--- src/rtl/gerador_permutacao.sv ---
// Purpose : uniformly random permutation of N indices (0..N-1) by iterative Fisher-Yates shuffle.
// Latency : start sampled at edge 0, N-1 accepting edges, +1 cycle per rejected draw; ready held in DONE.
// Backpr. : none; start is only honoured in IDLE/DONE. Optional GERADOR_PERM_LFSR_EN uses an internal LFSR as draw source.
module gerador_permutacao #(
  parameter int N      = 4,
  parameter int IDX_W  = 2,
  parameter int RAND_W = 16
) (
  input  logic                 clock,
  input  logic                 reset,
  input  logic                 start,
  input  logic [RAND_W-1:0]    entrada,
  output logic [N*IDX_W-1:0]   perm,
  output logic                 ready,
  output logic                 busy
);

  typedef enum logic [1:0] {
    IDLE    = 2'd0,
    SHUFFLE = 2'd1,
    DONE    = 2'd2
  } state_t;

  state_t             state;
  state_t             state_nxt;

  logic [IDX_W-1:0]   arr     [N];
  logic [IDX_W-1:0]   arr_swp [N];
  logic [IDX_W-1:0]   i;
  logic [IDX_W-1:0]   j;
  logic [N*IDX_W-1:0] perm_swp;
  logic               launch;
  logic               accept;
  logic               last;

  // Only the low index bits (and, with the LFSR, the seed bits) are consumed.
  logic               unused_entrada;
  assign unused_entrada = ^entrada;

`ifdef GERADOR_PERM_LFSR_EN
  logic [15:0] lfsr;

  // Galois LFSR: reseeded on every launch (zero seed is replaced), advanced on every shuffle cycle.
  always_ff @(posedge clock or posedge reset) begin
    if (reset) begin
      lfsr <= 16'hACE1;
    end else if (launch) begin
      lfsr <= (entrada[15:0] == 16'h0000) ? 16'hACE1 : entrada[15:0];
    end else if (state == SHUFFLE) begin
      lfsr <= {1'b0, lfsr[15:1]} ^ (lfsr[0] ? 16'hB400 : 16'h0000);
    end
  end

  assign j = lfsr[IDX_W-1:0];
`else
  assign j = entrada[IDX_W-1:0];
`endif

  // Step decode and the post-swap array/packed image used on an accepted draw.
  always_comb begin
    launch   = start && ((state == IDLE) || (state == DONE));
    accept   = (state == SHUFFLE) && (j <= i);
    last     = accept && (i == IDX_W'(1));
    arr_swp  = arr;
    perm_swp = '0;
    if (accept) begin
      // j == i writes the same element twice, which leaves arr unchanged.
      arr_swp[i] = arr[j];
      arr_swp[j] = arr[i];
    end
    for (int k = 0; k < N; k++) begin
      perm_swp[(N-1-k)*IDX_W +: IDX_W] = arr_swp[k];
    end
  end

  // State register.
  always_ff @(posedge clock or posedge reset) begin
    if (reset) begin
      state <= IDLE;
    end else begin
      state <= state_nxt;
    end
  end

  // Next-state logic: start is ignored while shuffling, re-arms from DONE.
  always_comb begin
    state_nxt = state;
    case (state)
      IDLE:    if (start) state_nxt = SHUFFLE;
      SHUFFLE: if (last)  state_nxt = DONE;
      DONE:    if (start) state_nxt = SHUFFLE;
      default:            state_nxt = IDLE;
    endcase
  end

  // Outputs decoded from state: ready only in DONE, busy only in SHUFFLE.
  always_comb begin
    ready = (state == DONE);
    busy  = (state == SHUFFLE);
  end

  // Shuffle datapath: reload on launch, swap/decrement on accept, publish perm on the final step.
  always_ff @(posedge clock or posedge reset) begin
    if (reset) begin
      i    <= '0;
      perm <= '0;
      for (int k = 0; k < N; k++) begin
        arr[k] <= IDX_W'(k);
      end
    end else if (launch) begin
      i <= IDX_W'(N-1);
      for (int k = 0; k < N; k++) begin
        arr[k] <= IDX_W'(k);
      end
    end else if (accept) begin
      for (int k = 0; k < N; k++) begin
        arr[k] <= arr_swp[k];
      end
      if (last) begin
        perm <= perm_swp;
      end else begin
        i <= i - IDX_W'(1);
      end
    end
  end

endmodule

--- config.mk ---
export PLATFORM = sky130hd
export DESIGN_NAME = gerador_permutacao
export DESIGN_NICKNAME = d
export VERILOG_FILES = /design/src/rtl/gerador_permutacao.sv
export SDC_FILE = /design/constraint.sdc
export NUM_CORES = 1
export LEC_CHECK = 0
export CORE_MARGIN = 1
export CORE_UTILIZATION = 50
export CTS_CLUSTER_DIAMETER = 200
export CTS_CLUSTER_SIZE = 20
export DETAILED_ROUTE_END_ITERATION = 6
export DONT_BUFFER_PORTS = 1
export SYNTH_ARGS = -nofsm -noshare
export SYNTH_HDL_FRONTEND = slang
export SYNTH_SLANG_ARGS = --single-unit
--- constraint.sdc ---
create_clock -name clock -period 4.8 [get_ports clock]
set_input_delay 0.96 -clock clock [delete_from_list [all_inputs] [get_ports clock]]
set_output_delay 0.96 -clock clock [all_outputs]
set_load 0.02 [all_outputs]
==> results of run 1 <==
[layer usage]
metal | track usage | vias to the layer above | part of all wire
met5 | 0 | - | 0
met4 | 0.0965 | 0 | 0.016
met3 | 0.0311 | 5 | 0.036
met2 | 0.352 | 24 | 0.47
met1 | 0.323 | 509 | 0.48
li1 | - | 510 | -
[flip-flops by register name, summed over array words and instances, names as in the netlist]
| signal | flops |
|---|---|
| i | 2 |
| arr | 8 |
| state | 2 |
| perm | 8 |
[per-stage QoR]
step,worst slack (ns),cells,total power [W],util
floorplan,2.43,143,0.000827,-
global placement,1.92,166,0.000917,0.539
detailed placement,1.90,166,0.000942,0.539
CTS,2.22,170,0.00104,0.554
global route,2.06,170,0.00112,0.554
finish,2.24,170,0.00104,0.554
[Yosys cell counts (2+ instances only)]
| cell | count | area share |
|---|---|---|
| sky130_fd_sc_hd__a2bb2oi_1 | 3 | 0.020 |
| sky130_fd_sc_hd__a21o_1 | 2 | 0.011 |
| sky130_fd_sc_hd__dfrtp_1 | 16 | 0.30 |
| sky130_fd_sc_hd__ha_1 | 6 | 0.056 |
| sky130_fd_sc_hd__dfstp_2 | 4 | 0.078 |
| sky130_fd_sc_hd__nand2_1 | 10 | 0.028 |
| sky130_fd_sc_hd__mux4_2 | 2 | 0.034 |
| sky130_fd_sc_hd__nor2_1 | 11 | 0.031 |
| sky130_fd_sc_hd__inv_1 | 8 | 0.022 |
| sky130_fd_sc_hd__mux2i_1 | 8 | 0.060 |
| sky130_fd_sc_hd__o22ai_1 | 5 | 0.023 |
| sky130_fd_sc_hd__mux2_2 | 5 | 0.042 |
| sky130_fd_sc_hd__o2bb2ai_1 | 3 | 0.020 |
| sky130_fd_sc_hd__nand2b_1 | 9 | 0.042 |
| sky130_fd_sc_hd__nor2b_1 | 6 | 0.028 |
| sky130_fd_sc_hd__clkbuf_1 | 4 | 0.011 |
| sky130_fd_sc_hd__nand3b_1 | 2 | 0.011 |
| sky130_fd_sc_hd__a21boi_0 | 4 | 0.022 |
| sky130_fd_sc_hd__o31ai_1 | 6 | 0.034 |
| sky130_fd_sc_hd__a31oi_1 | 2 | 0.0093 |
| sky130_fd_sc_hd__o21ai_0 | 11 | 0.041 |
| sky130_fd_sc_hd__a21oi_1 | 6 | 0.022 |
[cell families after synthesis]
kind of cell | synth area share
adder cells (fa/ha/maj) | 0.0559
AND/OR/NAND/NOR | 0.152
flip-flops | 0.377
multiplexers | 0.135
buffers and inverters | 0.0466
AO/OA/AOI/OAI | 0.234
[critical path, stage by stage]
cell and delay, ns:
sky130_fd_sc_hd__inv_1 0.16, sky130_fd_sc_hd__ha_1 0.28, sky130_fd_sc_hd__a2bb2oi_2 0.53, sky130_fd_sc_hd__nand2b_1 0.44, sky130_fd_sc_hd__mux2_2 0.38
[power breakdown]
part / switching [W] / internal, W / total, W
Clock: 0.0000507 / 0.0000463 / 0.0000970
Sequential: 0.000137 / 0.000268 / 0.000405
Combinational: 0.000297 / 0.000237 / 0.000534
[how the worst max path moves through the flow]
stage          startpoint  endpoint  slack (ns)  depth (start not counted)
2_1_floorplan  entrada[1]    arr[6]        2.43                          6
3_3_place_gp   entrada[1]    arr[6]        1.92                          5
3_5_place_dp   entrada[1]    arr[6]        1.90                          5
4_1_cts              i[1]    arr[6]        2.22                          6
5_1_grt              i[1]    arr[6]        2.06                          6
6_report       entrada[0]    arr[6]        2.24                          5
[layout make-up]
| type | count | area, um2 | area share |
|---|---|---|---|
| clock buffers | 4 | 36.3 | 0.0262 |
| inverters | 8 | 30.0 | 0.0217 |
| multi-input cells | 108 | 774 | 0.560 |
| flip-flops and latches | 20 | 505 | 0.365 |
| well taps | 30 | 37.5 | 0.0271 |
==> implementation parameters, run 1 <==
Parameter                              Value

STA
  Final Skew    0.00683 ns
  Fin crit period    2.56 ns
  Fmax    391 MHz
  Final Hold Violating Endpoints    0
  RSZ-0062 raised after global routing    no
  Final cycle utilization of the critical path    0.533
  Count of endpoints failing setup in the final report    0
  Worst slew slack as a fraction of its limit    0.510
  Setup_tns    0 ns
  Hold Slack    0.594 ns
  Actual transition at the worst max-transition pin    0.734 ns
  Final slew viol count    0

Global route
  Maximum number of pins on one net before global-route repair    23
  Global-route wire length before repair    roughly 4700 um
  Initial antenna violation count    0
  Via count of the first global-routing pass    999
  Overall Global Routing Usage    0.230
  Total overflow reported by the global router    0

Detailed routing
  Via count    1048
  Initial detailed-routing violation count    26
  Number of routed nets with antenna violations    0
  Total Routed Length    just under 3000 um
  Drc violations    0
  Via density per instance    around 6.2
  Drt wl/cell    about 17 um
  Iteration count of the initial detailed-routing pass    4

Cells and area
  Non-Filler Cell Area, Final    0.00138 mm2
  Final nets    166
  Most common cell after layout, fill and taps aside    sky130_fd_sc_hd__dfrtp_1
  Antenna Diode Count    0
  Commonest cells after routing, fill and taps aside    16 x sky130_fd_sc_hd__dfrtp_1, 11 x sky130_fd_sc_hd__nor2_1, 11 x sky130_fd_sc_hd__o21ai_0
  Proportion of layout cells with a drive suffix above 1    0.129
  Area added between synthesis and finish    3.08%
  Final-layout fill cell count    between 200 and 250

Critical path
  Required @ worst endpoint    around 5 ns
  Capturing element type of the critical path    flip-flop
  Arrival time reported for the critical path endpoint    2.76 ns
  Reg2reg setup slack    about 2.3 ns
  Top fanout value on the critical path    17
  Kind of critical path    in -> reg
  Critical Path Source Type    input pin
  RR Startpoint    i[1]
  Critical R2R Capture    arr[6]
  Worst R2R Path Depth    6

Placed design
  Routability cong.    approximately 0.80
  Half-perimeter wire length of the detailed placement result    2190 um
  Total of buffers placed on input and output ports    0
  Instance area at placement    0.00135 mm2

Die
  I/O pin count    29
  Initial Util    0.537
  Width of the chip    53.8 um
  Core Footprint    0.00250 mm2
  Rows    18
  Height of the die    53.8 um
  Die Footprint    0.00290 mm2

Synthesis
  Number of enable flip-flop cells after synthesis    0
  Number of register bits inferred by synthesis    20
  Net count after synthesis    168
  Sequential element share of the synthesized area    0.377
  Cells after Synth    143
  Fraction of synthesis flops using an asynchronous set or reset pin    1.00
  Synthesized area per cell    9.39 um2
  Post-synth top flop    sky130_fd_sc_hd__dfrtp_1
  Number of warnings issued by yosys    0
  Number of distinct standard cells referenced by the synthesized netlist    32
  Cell area after synthesis    0.00134 mm2

Status
  Result of the run    finished clean

Hold path
  Beginning of the worst hold path    arr[3]
  Min-Delay Path Depth    2
  Path class of the lowest-slack min-delay path    reg -> reg
  Hold worst-path end    arr[3]

Clocking
  Clock transition at path regs    0.11 ns
  Resized Gates After CTS    0
  Clock buffer depth    2
  Clock tree from TritonCTS    done
  Hold buffers post-CTS    0
  Setup bufs post-CTS    0
  Sinks on Clock Net    20
  Clock buffer count from CTS    3
  Clock latency of the later-clocked register in the worst-skew pair    0.30 ns
  H-Tree Depth    1
  Root buffer cell    sky130_fd_sc_hd__clkbuf_4

Pwr
  Power per unit of standard cell area    749 mW/mm2
  Leakage power summed over all cells    0.606 nW
  Worst VDD drop    0.484 mV

Job
  Reported max-cap violation count    0
Note: power is estimated with default switching activity, not from simulation.
==> run 2: changes to the inputs <==
==> constraint.sdc (replaced) <==
create_clock -name clock -period 2.5 [get_ports clock]
set_input_delay 0.5 -clock clock [delete_from_list [all_inputs] [get_ports clock]]
set_output_delay 0.5 -clock clock [all_outputs]
set_load 0.02 [all_outputs]
==> run 2 against run 1 <==
Effect of this change:
- sequential share of layout area is 0.81 points lower
- utilization is 1.3 points higher
- sequential power is 91% higher
- non-clock buffer count is 2 higher
- global-route usage is 0.77 points lower
- hold slack worse by 0.40 ns
- first-iteration DRC count is 3.8% higher
==> implementation parameters, run 2 (synthesis results as in run 1) <==
Parameter                              Value

Status
  Result of the run    finished clean

STA
  Final cycle utilization of the critical path    0.823
  RSZ-0062 raised after global routing    no
  Count of endpoints failing setup in the final report    0 (unchanged)
  Fin crit period    roughly 2 ns
  Final Hold Violating Endpoints    0 (unchanged)
  Actual transition at the worst max-transition pin    0.715 ns (-0.0195 ns)
  Final Skew    0.00976 ns (+0.00293 ns)
  Final slew viol count    0 (unchanged)
  Setup_tns    0 ns (unchanged)
  Worst slew slack as a fraction of its limit    0.523 (+0.0130)
  Post-route worst setup slack    0.442 ns (-1.80 ns)
  Fmax    486 MHz

Clocking
  Resized Gates After CTS    0 (unchanged)
  Root buffer cell    sky130_fd_sc_hd__clkbuf_4
  Clock buffer count from CTS    3 (unchanged)
  Clock transition at path regs    0.11 ns (about the same)
  Sinks on Clock Net    20 (unchanged)
  Hold buffers post-CTS    0 (unchanged)
  Clock buffer depth    2 (unchanged)
  Setup bufs post-CTS    0 (unchanged)
  H-Tree Depth    1 (unchanged)
  Clock tree from TritonCTS    done
  Clock latency of the later-clocked register in the worst-skew pair    0.30 ns (about the same)

Placed design
  Worst Setup Slack post-DPL    0.489 ns (-1.41 ns)
  Routability cong.    0.774 (-3.3%)
  Half-perimeter wire length of the detailed placement result    2110 um (-3.5%)
  Total of buffers placed on input and output ports    0 (unchanged)
  Cell count after placement    168 (+1.2%)

Critical path
  Largest stage delay on the critical path    0.49 ns (-0.04 ns)
  Top fanout value on the critical path    7 (-10)
  Critical Path Source Type    flip-flop
  Kind of critical path    reg -> reg
  Capturing element type of the critical path    flip-flop
  Arrival time reported for the critical path endpoint    2.27 ns (-0.49 ns)
  Critical Path, Cell by Cell    inv_1 -> ha_1 -> nor2b_1 -> a2bb2oi_2 -> nand2b_1 -> buf_4 -> mux2i_1
  Required @ worst endpoint    2.71 ns (-2.29 ns)
  Cell with the biggest individual delay on the critical path    sky130_fd_sc_hd__dfrtp_1

Detailed routing
  Via density per instance    6.08 (-1.4%)
  Initial detailed-routing violation count    27 (+3.8%)
  Iteration count of the initial detailed-routing pass    4 (unchanged)
  Drc violations    0 (unchanged)
  Total Routed Length    2790 um (-4.7%)
  Drt wl/cell    16.2 um (-5.8%)
  Number of routed nets with antenna violations    0 (unchanged)
  Via count    1046 (-0.19%)

Pwr
  Leakage power summed over all cells    0.622 nW (+2.7%)
  Worst VDD drop    0.926 mV (+91%)
  PnR Total Power    0.00209 W (+100%)
  Power per unit of standard cell area    1480 mW/mm2 (+97%)

Cells and area
  Top Registers    arr (8), perm (8)
  Proportion of layout cells with a drive suffix above 1    0.141 (+0.0123)
  Commonest cells after routing, fill and taps aside    16 x sky130_fd_sc_hd__dfrtp_1, 11 x sky130_fd_sc_hd__nor2_1, 11 x sky130_fd_sc_hd__o21ai_0
  Area added between synthesis and finish    5.41%
  Final nets    168 (+1.2%)
  Filler-free cell count of the finished design    172 (+1.2%)
  Most common cell after layout, fill and taps aside    sky130_fd_sc_hd__dfrtp_1
  Antenna Diode Count    0 (unchanged)

Die
  Height of the die    53.8 um (unchanged)
  Width of the chip    53.8 um (unchanged)
  Initial Util    0.537 (unchanged)
  Rows    18 (unchanged)
  I/O pin count    29 (unchanged)
  Die Footprint    0.00290 mm2 (unchanged)
  Core Footprint    0.00250 mm2 (unchanged)

Global route
  Initial antenna violation count    0 (unchanged)
  Via count of the first global-routing pass    925 (-7.4%)
  Global-route wire length before repair    4490 um (-3.6%)
  Maximum number of pins on one net before global-route repair    23 (unchanged)
  Overall Global Routing Usage    0.222 (-0.00769)
  Total overflow reported by the global router    0 (unchanged)

Job
  Reported max-cap violation count    0 (unchanged)

Hold path
  Path class of the lowest-slack min-delay path    in -> async
-- run 2: cell count changes in the layout (fill, tap and decap cells not counted), sizes merged --
cell / before / now
bufinv: 0 / 1
clkbuf: 4 / 3
buf: 0 / 2
-- run 2: power by group --
part	total, W	internal [W]	switching (W)	leakage (nW)
Sequential	0.000773	0.000514	0.000260	0.235
Clock	0.000256	0.000162	0.0000942	0.0279
Combinational	0.00106	0.000483	0.000578	0.360
Total	0.00209	0.00116	0.000932	0.622
-- run 2: critical path: cells and delay by family (launching register included) --
kind                       cells  cell delay (ns)
AOI/OAI and AO/OA              1             0.32
adders and majority gates      1             0.32
buffers and inverters          2             0.30
DFF                            1             0.49
muxes                          1             0.20
and+or+nand+nor                2             0.34
-- run 2: per-stage QoR --
step,util,hold slack [ns],cell area [um2]
final,0.566,0.190,1420
after global routing,0.566,0.253,1420
after CTS,0.566,0.209,1420
after detailed placement,0.545,0.550,1360
after global placement,0.545,0.542,1360
after floorplan,-,0.461,1340
-- run 2: layout make-up --
class                   instances  area [um2]
flip-flops and latches         20         505
clock buffers                   3        22.5
well taps                      30        37.5
fillers                       215        1080
inverters                       8        30.0
clock inverters                 1        30.0
repair buffers                  2        15.0
multi-input cells             108         774
-- run 2: path summary, 6_finish.rpt --
path | from | slack (ns) | depth (start not counted) | end
min in group clock | start | 0.36 | 2 | state[1]
setup / recovery | i[1] | 0.44 | 7 | arr[5]
setup reg to reg | i[1] | 0.44 | 7 | arr[5]
hold reg to reg | arr[0] | 0.59 | 2 | arr[0]
max in group asynchronous | reset | 1.85 | 1 | perm[5]
hold / removal | reset | 0.19 | 1 | state[1]
-- run 2: per-layer routing --
metal	track usage	wire length (um)
met1	0.336	1400
met2	0.321	1270
met5	0	0
met4	0.0789	21
met3	0.0282	103
==> run 3: changes to the inputs <==
--- a/config.mk
+++ b/config.mk
@@ -11,6 +11,7 @@
 export CTS_CLUSTER_SIZE = 20
 export DETAILED_ROUTE_END_ITERATION = 6
 export DONT_BUFFER_PORTS = 1
+export PLACE_DENSITY = 0.68
 export SYNTH_ARGS = -nofsm -noshare
 export SYNTH_HDL_FRONTEND = slang
 export SYNTH_SLANG_ARGS = --single-unit
==> constraint.sdc (replaced) <==
create_clock -name clock -period 1.8 [get_ports clock]
set_input_delay 0.36 -clock clock [delete_from_list [all_inputs] [get_ports clock]]
set_output_delay 0.36 -clock clock [all_outputs]
set_load 0.02 [all_outputs]
==> run 3 against run 2 <==
Effect of this change:
- count of clock-buffer cells in the layout increased by 1
- first-iteration DRC count increased by 37%
- fmax increased by 19%
- clock skew decreased by 0.0024 ns
- via count increased by 7.0%
- final area increased by 13%
- critical endpoint is now arr[6]
- largest cell class unchanged
- highest routed layer unchanged
==> implementation parameters, run 3 (synthesis results as in run 1) <==
Parameter                              Value

Status
  Result of the run    finished clean

Cells and area
  Final nets    186 (+11%)
  Commonest cells after routing, fill and taps aside    19 x sky130_fd_sc_hd__buf_4, 15 x sky130_fd_sc_hd__dfrtp_1, 11 x sky130_fd_sc_hd__nor2_1
  Final-layout fill cell count    198 (-7.9%)
  Area added between synthesis and finish    18.6%
  Top Registers    arr (8), perm (8)
  Antenna Diode Count    0 (unchanged)
  Proportion of layout cells with a drive suffix above 1    0.288 (+0.147)
  Most common cell after layout, fill and taps aside    sky130_fd_sc_hd__buf_4
  Non-Filler Cell Area, Final    0.00159 mm2 (+13%)

Clocking
  Root buffer cell    sky130_fd_sc_hd__clkbuf_4
  Clock buffer count from CTS    3 (unchanged)
  Clock buffer depth    2 (unchanged)
  Clock tree from TritonCTS    done
  Clock latency of the later-clocked register in the worst-skew pair    0.30 ns (about the same)
  Clock transition at path regs    0.11 ns (about the same)
  H-Tree Depth    1 (unchanged)
  Sinks on Clock Net    20 (unchanged)

Detailed routing
  Top routing layer in use    met4
  Iteration count of the initial detailed-routing pass    4 (unchanged)
  Number of routed nets with antenna violations    0 (unchanged)
  Initial detailed-routing violation count    37 (+37%)
  Met3 wire len    105 um (+1.9%)
  Via count    1119 (+7.0%)
  Via density per instance    5.89 (-3.2%)
  Met2 wire length    1540 um (+22%)
  Drc violations    0 (unchanged)
  Total Routed Length    3060 um (+9.4%)
  Met1 WL    1370 um (-2.2%)
  Drt wl/cell    16.1 um (-0.92%)

Critical path
  RR Startpoint    i[0]
  Kind of critical path    reg -> reg
  Critical R2R Capture    arr[6]
  Critical Path Source Type    flip-flop
  Crit path to    arr[6]
  Worst R2R Path Depth    6 (-1)
  Arrival time reported for the critical path endpoint    1.92 ns (-0.35 ns)
  Capturing element type of the critical path    flip-flop
  Setup crit start    i[0]
  Required @ worst endpoint    1.99 ns (-0.72 ns)
  Reg2reg setup slack    0.07 ns (-0.38 ns)
  Top fanout value on the critical path    5 (-2)

Global route
  Total overflow reported by the global router    0 (unchanged)
  Initial antenna violation count    0 (unchanged)
  Via count of the first global-routing pass    1098 (+19%)
  Maximum number of pins on one net before global-route repair    23 (unchanged)
  Overall Global Routing Usage    0.248 (+0.0259)
  Global-route wire length before repair    5010 um (+12%)

Placed design
  Routability cong.    0.779 (+0.75%)
  Total of buffers placed on input and output ports    0 (unchanged)
  Half-perimeter wire length of the detailed placement result    2340 um (+11%)
  Instance area at placement    0.00150 mm2 (+10%)

Die
  Height of the die    53.8 um (unchanged)
  Rows    18 (unchanged)
  Die Footprint    0.00290 mm2 (unchanged)
  Core Footprint    0.00250 mm2 (unchanged)
  Initial Util    0.537 (unchanged)
  I/O pin count    29 (unchanged)
  Width of the chip    53.8 um (unchanged)

Pwr
  Power per unit of standard cell area    2070 mW/mm2 (+40%)
  PnR Total Power    0.00330 W (+58%)
  Leakage power summed over all cells    0.719 nW (+15%)
  Worst VDD drop    1.39 mV (+51%)

STA
  Count of endpoints failing setup in the final report    0 (unchanged)
  Final Skew    0.00740 ns (-0.00236 ns)
  Setup_tns    0 ns (unchanged)
  Final Hold Violating Endpoints    0 (unchanged)
  Fmax    577 MHz (+19%)
  Worst slew slack as a fraction of its limit    0.507 (-0.0158)
  Fin crit period    1.73 ns (-0.324 ns)
  Final slew viol count    0 (unchanged)
  Actual transition at the worst max-transition pin    0.738 ns (+0.0237 ns)
  Final cycle utilization of the critical path    0.963 (+0.140)

Hold path
  Path class of the lowest-slack min-delay path    in -> async

Job
  Reported max-cap violation count    0 (unchanged)
-- run 3: worst max-delay path, cell delays in order, from the launching register on --
cell	delay (ns)
sky130_fd_sc_hd__dfrtp_2	0.45
sky130_fd_sc_hd__buf_4	0.15
sky130_fd_sc_hd__ha_1	0.22
sky130_fd_sc_hd__nor2b_4	0.13
sky130_fd_sc_hd__a2bb2oi_4	0.19
sky130_fd_sc_hd__nand2b_4	0.19
sky130_fd_sc_hd__mux2_4	0.30
-- run 3: timing repair --
| item | in CTS | in global routing |
|---|---|---|
| gates resized for setup | 2 | 4 |
| hold buffers | 0 | 0 |
| setup endpoints to repair | 6 | 8 |
| pin swaps | 1 | 0 |
| buffers inserted | 1 | 4 |
-- run 3: final cells by class --
cell class / count / area [um2] / area share
sequential: 20 / 507 / 0.318
multi-input combinational: 108 / 828 / 0.520
inverter: 8 / 30.0 / 0.0189
timing repair buffer: 20 / 154 / 0.0966
clock buffer: 4 / 36.3 / 0.0228
tap: 30 / 37.5 / 0.0236
-- run 3: power by group --
part / switching (W) / internal (W) / total (W) / leakage [nW]
registers: 0.000330 / 0.000716 / 0.00105 / 0.234
logic: 0.000943 / 0.00105 / 0.00199 / 0.464
clock network: 0.000135 / 0.000123 / 0.000258 / 0.0210
total: 0.00141 / 0.00189 / 0.00330 / 0.719
-- run 3: worst min-delay path by stage --
stage          slack [ns]  endpoint  cells after the start   from
4_1_cts              0.08  state[1]                      1  reset
3_5_place_dp         0.41  state[1]                      1  reset
3_3_place_gp         0.40  state[1]                      1  reset
5_1_grt              0.13  state[0]                      1  reset
2_1_floorplan        0.32    arr[2]                      1  reset
6_report             0.06  state[1]                      1  reset
-- run 3: per-layer routing --
metal,vias up,track usage
met3,4,0.0537
met1,539,0.309
met2,25,0.418
met5,-,0
li1,551,-
met4,0,0.0877
-- run 3: stage by stage --
| step | util | setup WS, ns | cells | hold WS [ns] |
|---|---|---|---|---|
| after floorplan | - | -0.00476 | 143 | 0.321 |
| after global placement | 0.601 | -0.0171 | 181 | 0.401 |
| after detailed placement | 0.601 | -0.0772 | 181 | 0.411 |
| after CTS | 0.619 | 0.0177 | 186 | 0.0750 |
| after global routing | 0.637 | -0.0172 | 190 | 0.130 |
| final | 0.637 | 0.0663 | 190 | 0.0571 |
